**src/rtl/mac_vec_arbiter.sv**
```systemverilog
// Vector-granular arbiter/sequencer sharing one MAC between two requesters.
// Define MAC_ARB_FIXED_PRIO_EN for fixed priority (requester 0 wins); default is round-robin per vector.
module mac_vec_arbiter #(
    parameter int WIDTH   = 10,
    parameter int VEC_LEN = 4
) (
    input  logic                 clk,
    input  logic                 reset,
    input  logic [WIDTH-1:0]     req0_a,
    input  logic [WIDTH-1:0]     req0_b,
    input  logic                 req0_valid,
    output logic                 req0_ready,
    input  logic [WIDTH-1:0]     req1_a,
    input  logic [WIDTH-1:0]     req1_b,
    input  logic                 req1_valid,
    output logic                 req1_ready,
    output logic [WIDTH-1:0]     mac_a,
    output logic [WIDTH-1:0]     mac_b,
    output logic                 mac_valid_in,
    output logic                 mac_clr,
    input  logic [2*WIDTH-1:0]   mac_f,
    input  logic                 mac_valid_out,
    output logic [2*WIDTH-1:0]   res_f,
    output logic                 res_id,
    output logic                 res_valid
);

    localparam int CW = $clog2(VEC_LEN + 1);

    typedef enum logic [1:0] {
        IDLE,
        STREAM,
        DRAIN,
        CLEAR
    } state_t;

    state_t               r_state;
    logic                 r_grant;
    logic [CW-1:0]        r_in_cnt;
    logic [CW-1:0]        r_out_cnt;
    logic [WIDTH-1:0]     r_mac_a;
    logic [WIDTH-1:0]     r_mac_b;
    logic                 r_mac_valid_in;
    logic                 r_mac_clr;
    logic [2*WIDTH-1:0]   r_res_f;
    logic                 r_res_id;
    logic                 r_res_valid;
`ifndef MAC_ARB_FIXED_PRIO_EN
    logic                 r_prio;
`endif

    logic                 w_ready0;
    logic                 w_ready1;
    logic                 w_acc;
    logic                 w_pick;
    logic                 w_out_hit;
    logic                 w_last_in;
    logic                 w_last_out;
    logic [WIDTH-1:0]     w_beat_a;
    logic [WIDTH-1:0]     w_beat_b;

    // Ready comes only from registered state so it never loops back through reqN_valid.
    always_comb begin
        w_ready0   = (r_state == STREAM) && !r_grant && (r_in_cnt < CW'(VEC_LEN));
        w_ready1   = (r_state == STREAM) &&  r_grant && (r_in_cnt < CW'(VEC_LEN));
        w_acc      = (w_ready0 && req0_valid) || (w_ready1 && req1_valid);
        w_beat_a   = r_grant ? req1_a : req0_a;
        w_beat_b   = r_grant ? req1_b : req0_b;
        w_out_hit  = mac_valid_out && ((r_state == STREAM) || (r_state == DRAIN));
        w_last_in  = w_acc && (r_in_cnt == CW'(VEC_LEN - 1));
        w_last_out = w_out_hit && (r_out_cnt == CW'(VEC_LEN - 1));
`ifdef MAC_ARB_FIXED_PRIO_EN
        w_pick     = !req0_valid;
`else
        w_pick     = (req0_valid && req1_valid) ? r_prio : req1_valid;
`endif
    end

    always_ff @(posedge clk or negedge reset) begin
        if (!reset) begin
            r_state        <= IDLE;
            r_grant        <= 1'b0;
            r_in_cnt       <= '0;
            r_out_cnt      <= '0;
            r_mac_a        <= '0;
            r_mac_b        <= '0;
            r_mac_valid_in <= 1'b0;
            r_mac_clr      <= 1'b1;
            r_res_f        <= '0;
            r_res_id       <= 1'b0;
            r_res_valid    <= 1'b0;
`ifndef MAC_ARB_FIXED_PRIO_EN
            r_prio         <= 1'b0;
`endif
        end else begin
            r_mac_valid_in <= w_acc;
            r_mac_clr      <= 1'b0;
            r_res_valid    <= 1'b0;
            if (w_acc) begin
                r_mac_a <= w_beat_a;
                r_mac_b <= w_beat_b;
            end
            case (r_state)
                IDLE: begin
                    if (req0_valid || req1_valid) begin
                        r_grant <= w_pick;
                        r_state <= STREAM;
                    end
                end
                STREAM, DRAIN: begin
                    if (w_acc)
                        r_in_cnt <= r_in_cnt + CW'(1);
                    if (w_last_in)
                        r_state <= DRAIN;
                    if (w_out_hit)
                        r_out_cnt <= r_out_cnt + CW'(1);
                    if (w_last_out) begin
                        r_res_f     <= mac_f;
                        r_res_id    <= r_grant;
                        r_res_valid <= 1'b1;
                        r_mac_clr   <= 1'b1;
                        r_state     <= CLEAR;
                    end
                end
                CLEAR: begin
                    r_in_cnt  <= '0;
                    r_out_cnt <= '0;
`ifndef MAC_ARB_FIXED_PRIO_EN
                    r_prio    <= ~r_grant;
`endif
                    r_state   <= IDLE;
                end
                default: r_state <= IDLE;
            endcase
        end
    end

    assign req0_ready   = w_ready0;
    assign req1_ready   = w_ready1;
    assign mac_a        = r_mac_a;
    assign mac_b        = r_mac_b;
    assign mac_valid_in = r_mac_valid_in;
    assign mac_clr      = r_mac_clr;
    assign res_f        = r_res_f;
    assign res_id       = r_res_id;
    assign res_valid    = r_res_valid;

endmodule

```
**config.mk**
```make
export PLATFORM = sky130hd
export DESIGN_NAME = mac_vec_arbiter
export DESIGN_NICKNAME = d
export VERILOG_FILES = /design/src/rtl/mac_vec_arbiter.sv
export SDC_FILE = /design/constraint.sdc
export NUM_CORES = 1
export LEC_CHECK = 0
export CAP_MARGIN = 5
export CORE_MARGIN = 10
export CORE_UTILIZATION = 45
export DETAILED_ROUTE_END_ITERATION = 7
export PLACE_DENSITY = 0.86
export SYNTH_ARGS = -nofsm -noshare
export SYNTH_HDL_FRONTEND = slang
export SYNTH_SLANG_ARGS = --single-unit
```
**constraint.sdc**
```tcl
create_clock -name clk -period 4.28 [get_ports clk]
set_input_delay 0.428 -clock clk [delete_from_list [all_inputs] [get_ports clk]]
set_output_delay 0.428 -clock clk [all_outputs]
set_load 0.03 [all_outputs]
```
==> Word-level counts from Yosys, hierarchy flattened <==
Cells that the tools add are included.
{ "word_totals": {"register_bits": 54, "latch_bits": 0, "mem_bits_rw": 0, "rom_bits": 0, "input_bits": 65, "word_cells": 60, "mem_count": 0} }
{ "op_classes": {"addsub": 2, "multipliers": 0, "div_mod_pow": 0, "n_lt_le_gt_ge": 1, "n_eq_ne": 9, "shift": 0, "n_mux": 13, "n_bitwise": 1, "n_reduce_logical": 22} }
{ "op_table": {"columns": ["op", "count"], "rows": [
  ["2-to-1 mux 10 bit", 2],
  ["one-hot mux 3 bit (2 select lines)", 2],
  ["logical AND 1 bit", 10],
  ["AND reduction 2 bit", 5],
  ["adder 3 x 1 -> 3 bit (second input constant)", 2],
  ["== test 3 x 2 -> 1 bit (second input constant)", 2],
  ["2-to-1 mux 2 bit", 3],
  ["2-to-1 mux 3 bit", 2],
  ["!= test 2 bit (second input constant)", 3],
  ["one-hot mux 2 bit (3 select lines)", 1],
  ["== test 2 bit (second input constant)", 2],
  ["logical OR 1 bit", 3],
  ["< comparator 3 bit (second input constant)", 1],
  ["2-to-1 mux 1 bit", 3],
  ["!= test 3 bit (second input constant)", 1],
  ["== test 2 x 1 -> 1 bit (second input constant)", 1],
  ["logical NOT 2 bit", 1],
  ["nonzero test 2 bit", 1],
  ["OR reduction 2 bit", 1],
  ["logical NOT 1 bit", 1],
  ["NOT 1 bit", 1]
]} }

==> Depth between registers and ports, before layout <==
{ "depth": {"word_depth": 9, "mapped_depth": 7, "mapped_depth_nobuf": 6} }

==> Worst setup path after synthesis <==
No wires, ideal clock.
{ "synth_timing": {"kind": "register -> output", "from": "register r_state[1]", "to": "output req1_ready", "t_arrival_ps": 1299, "required_time_ps": 3852, "setup_slack_ps": 2553, "path_stages_with_launch": 5, "path_buffers": 0, "cell_sequence": "dfrtp_1 inv_1 ha_1 nor2b_1 and2_1"} }
{ "synth_between": {"elab_chain_len": 3} }
{ "synth_rtl": {"columns": ["element", "line_no", "rtl"], "rows": [
  ["start, declared", "37", "state_t r_state;"],
  ["start signal, assigned", "81", "r_state <= IDLE;"],
  ["start signal, assigned", "107", "r_state <= STREAM;"],
  ["start signal, assigned", "114", "r_state <= DRAIN;"],
  ["== test 2 x 1 -> 1 bit", "65", "w_ready1 = (r_state == STREAM) && r_grant && (r_in_cnt < CW'(VEC_LEN));"],
  ["logical AND 1 bit (2 in series)", "65", null],
  ["end, declared", "16", "output logic req1_ready,"]
]} }
Every way passes these cells.

==> Worst setup path after layout <==
{ "layout_timing": {"from": "register r_state[1]", "to": "output req0_ready"} }
{ "layout_between": {"elab_chain_len": 3} }
{ "layout_rtl": {"columns": ["element", "line_no", "rtl"], "rows": [
  ["== test 2 x 1 -> 1 bit", "64", "w_ready0 = (r_state == STREAM) && !r_grant && (r_in_cnt < CW'(VEC_LEN));"],
  ["logical AND 1 bit (2 in series)", "64", null],
  ["end, declared", "12", "output logic req0_ready,"]
]} }
Every way passes these cells.

==> summary.txt <==
Clock network
  • CTS tree: built
  • Clock latency on the worst-skew pair: 310 ps
  • Clock Sink Count: 54
  • Postcts setup bufs: 0
  • H-Tree Level Count: 2
  • Post-CTS Resized: 0
  • CTS max path bufs: 2
  • Number of CTS-inserted buffers: 5
  • Clock transition at path regs: 100 ps
  • Hold buffers post-CTS: 0
  • Clock root buffer: clkbuf_8

Final layout
  • # diodes: 0
  • Final cell count without fillers: 384
  • Nets: 385
  • Area Overhead vs Synth: 50.2%
  • Fill cell count: 404
  • Layout cell share with drive strength beyond 1: 0.118

Timing
  • # setup viols final: 0
  • Final Cycle Share: 0.657
  • Worst-Margin Slew: 1040 ps
  • Fin Setup TNS: 0 ps
  • Pins Over Slew Limit: 0
  • RSZ-0062 raised after global routing: false
  • Crit path time final: 2810 ps
  • Setup Skew: 6.37 ps
  • Worst rel slew slack: 0.308
  • Hold Fails Final Rpt: 0
  • Fmax: 0.355 GHz

Power
  • PwrDens: 718 nW/µm²
  • Pleak: 1.61 nW
  • Post-layout power: 0.00265 W
  • Worst VDD drop: 0.312 mV

Detailed routing
  • ANT nets after route: 0
  • DRT Pass-1 Iters: 4
  • Via-to-Cell Ratio: 5.15
  • Via Count: 1,976
  • Avg WL per Cell: 17.9 µm
  • Residual DRC: 0
  • Number of DRC markers in iteration 0: 75
  • Post-Route WL: 6.89 mm

Floorplan
  • Die width: 93.9 µm
  • Die Area: 8820 µm²
  • Die H: 93.9 µm
  • Ports: 111
  • FP Rows: 26
  • Core area: 5200 µm²
  • Initial Utilization: 0.472

Outcome
  • Run status: finished clean

Global routing
  • Initial antenna violation count: 0
  • Gr ovfl total: 0
  • Vias in the first global route: 2,166
  • GRT Total Usage: 0.156
  • Largest net degree at the start of global routing: 55
  • Global-route wire length before repair: 10.8 mm

Synthesis
  • Post-synth EDFFs: 0
  • Sequential-to-total area share from yosys stat: 0.550
  • Syn avg cell area: 11.9 µm²
  • Synth area leaders: dfrtp_1, mux2i_1, mux2_2
  • Ys flop type: dfrtp_1
  • Leading area contributor after synthesis: dfrtp_1
  • Net count after synthesis: 278
  • Post-synth cell types: 35
  • Share of Yosys cell area claimed by the top area cell type: 0.539
  • Syn Inst Count: 206
  • Yosys warns: 0
  • Post-synthesis cell area: 2460 µm²
  • Flops & latches, synth: 54
  • Ys async rst share: 1.00

Min path
  • Min-Delay Path Class: in -> async

Critical path
  • Setup crit start kind: flop
  • RR Startpoint: r_state[0]$_DFFE_PN0P_
  • Worst Path Required: 3850 ps
  • Crit Path Max Fanout: 21
  • CP Data Arrival Time: 2390 ps
  • Critical path startpoint: r_state[1]$_DFFE_PN0P_
  • Critical path class: reg -> out
  • Setup crit end kind: output port

Placement
  • Placed insts: 376
  • Dpl hpwl: 5.31 mm
  • RePlAce Congestion: 0.786
  • Buffers on Ports: 110

Run
  • Max-Cap Viols: 0
==> final timing paths <==
kind	to	slack (ps)	cells past startpoint
max	req0_ready	1470	5
min	mac_b[7]$_DFFE_PN0P_	230	2
max reg2reg	res_f[12]$_DFFE_PN0P_	1820	4
min reg2reg	res_f[7]$_DFFE_PN0P_	500	1
max in group asynchronous	r_in_cnt[1]$_DFFE_PN0P_	3590	2
min in group clk	res_f[7]$_DFFE_PN0P_	500	1
==> per-stage QoR <==
| stage | worst slack (ps) | hold WS [ps] | utilization | cell area (µm²) |
|---|---|---|---|---|
| after floorplan | 2550 | 132 | - | 2460 |
| after global placement | 1890 | 467 | 0.690 | 3590 |
| after detailed placement | 1860 | 478 | 0.690 | 3590 |
| after CTS | 1450 | 258 | 0.709 | 3690 |
| after global routing | 1280 | 290 | 0.709 | 3690 |
| final | 1470 | 233 | 0.709 | 3690 |
==> cell usage in the layout (no fill, tap or decap), types with 2 or more instances in the layout <==
| master | count |
|---|---|
| a21oi_1 | 5 |
| and3_1 | 3 |
| buf_4 | 3 |
| clkbuf_8 | 6 |
| clkdlybuf4s50_1 | 109 |
| dfrtp_1 | 53 |
| ha_1 | 7 |
| inv_1 | 6 |
| mux2_2 | 20 |
| mux2i_1 | 23 |
| nand2_1 | 6 |
| nor2_1 | 5 |
| nor2b_1 | 2 |
| o21ai_0 | 44 |
==> final cells by class <==
class	count	area, µm²	share of cell area
sequential	54	1350	0.366
timing repair buffer	113	1120	0.303
multi-input combinational	132	1010	0.273
tap	70	87.6	0.0237
clock buffer	6	82.6	0.0224
inverter	7	26.3	0.00712
clock inverter	2	16.3	0.00441
==> critical path, stage by stage (launching register included) <==
cell and delay (ps):
dfrtp_1 410, inv_1 110, ha_1 230, nand2b_1 390
nor2_1 220, clkdlybuf4s50_1 720
==> kinds of logic after synthesis <==
group	after synthesis	share of synthesized area
compound gates	58	0.129
flops	54	0.550
mux	45	0.196
simple gates	22	0.0499
buf+inv	20	0.0397
fa+ha+maj	7	0.0356
==> where the power goes <==
group | leakage [nW] | switching [W] | internal [W]
Clock | 0.0478 | 0.000172 | 0.000134
Combinational | 0.883 | 0.000841 | 0.000651
Sequential | 0.675 | 0.000120 | 0.000733
==> sequential cells by signal, summed over array words and instances, names as in the netlist <==
name and flops:
res_f 20, mac_a 10, mac_b 10, r_in_cnt 3, r_out_cnt 3, r_state 2
mac_clr 1, mac_valid_in 1, r_grant 1, r_prio 1, res_id 1, res_valid 1
==> cell usage after synthesis (all sizes together) (2+ instances only) <==
cell type	n
clkbuf	7
ha	7
a21oi	5
and3	3
nand2	7
nor2	5
o21ai	45
inv	7
nor2b	2
mux2i	23
buf	6
dfrtp	53
mux2	22
==> layer usage <==
metal	global-route usage	wire, µm	up-vias
met3	0.0831	708	11
met5	0	0	-
met2	0.268	3550	72
li1	-	-	945
met4	0.0392	95	0
met1	0.163	2540	948
No activity file was read; power rests on OpenSTA's default activity.
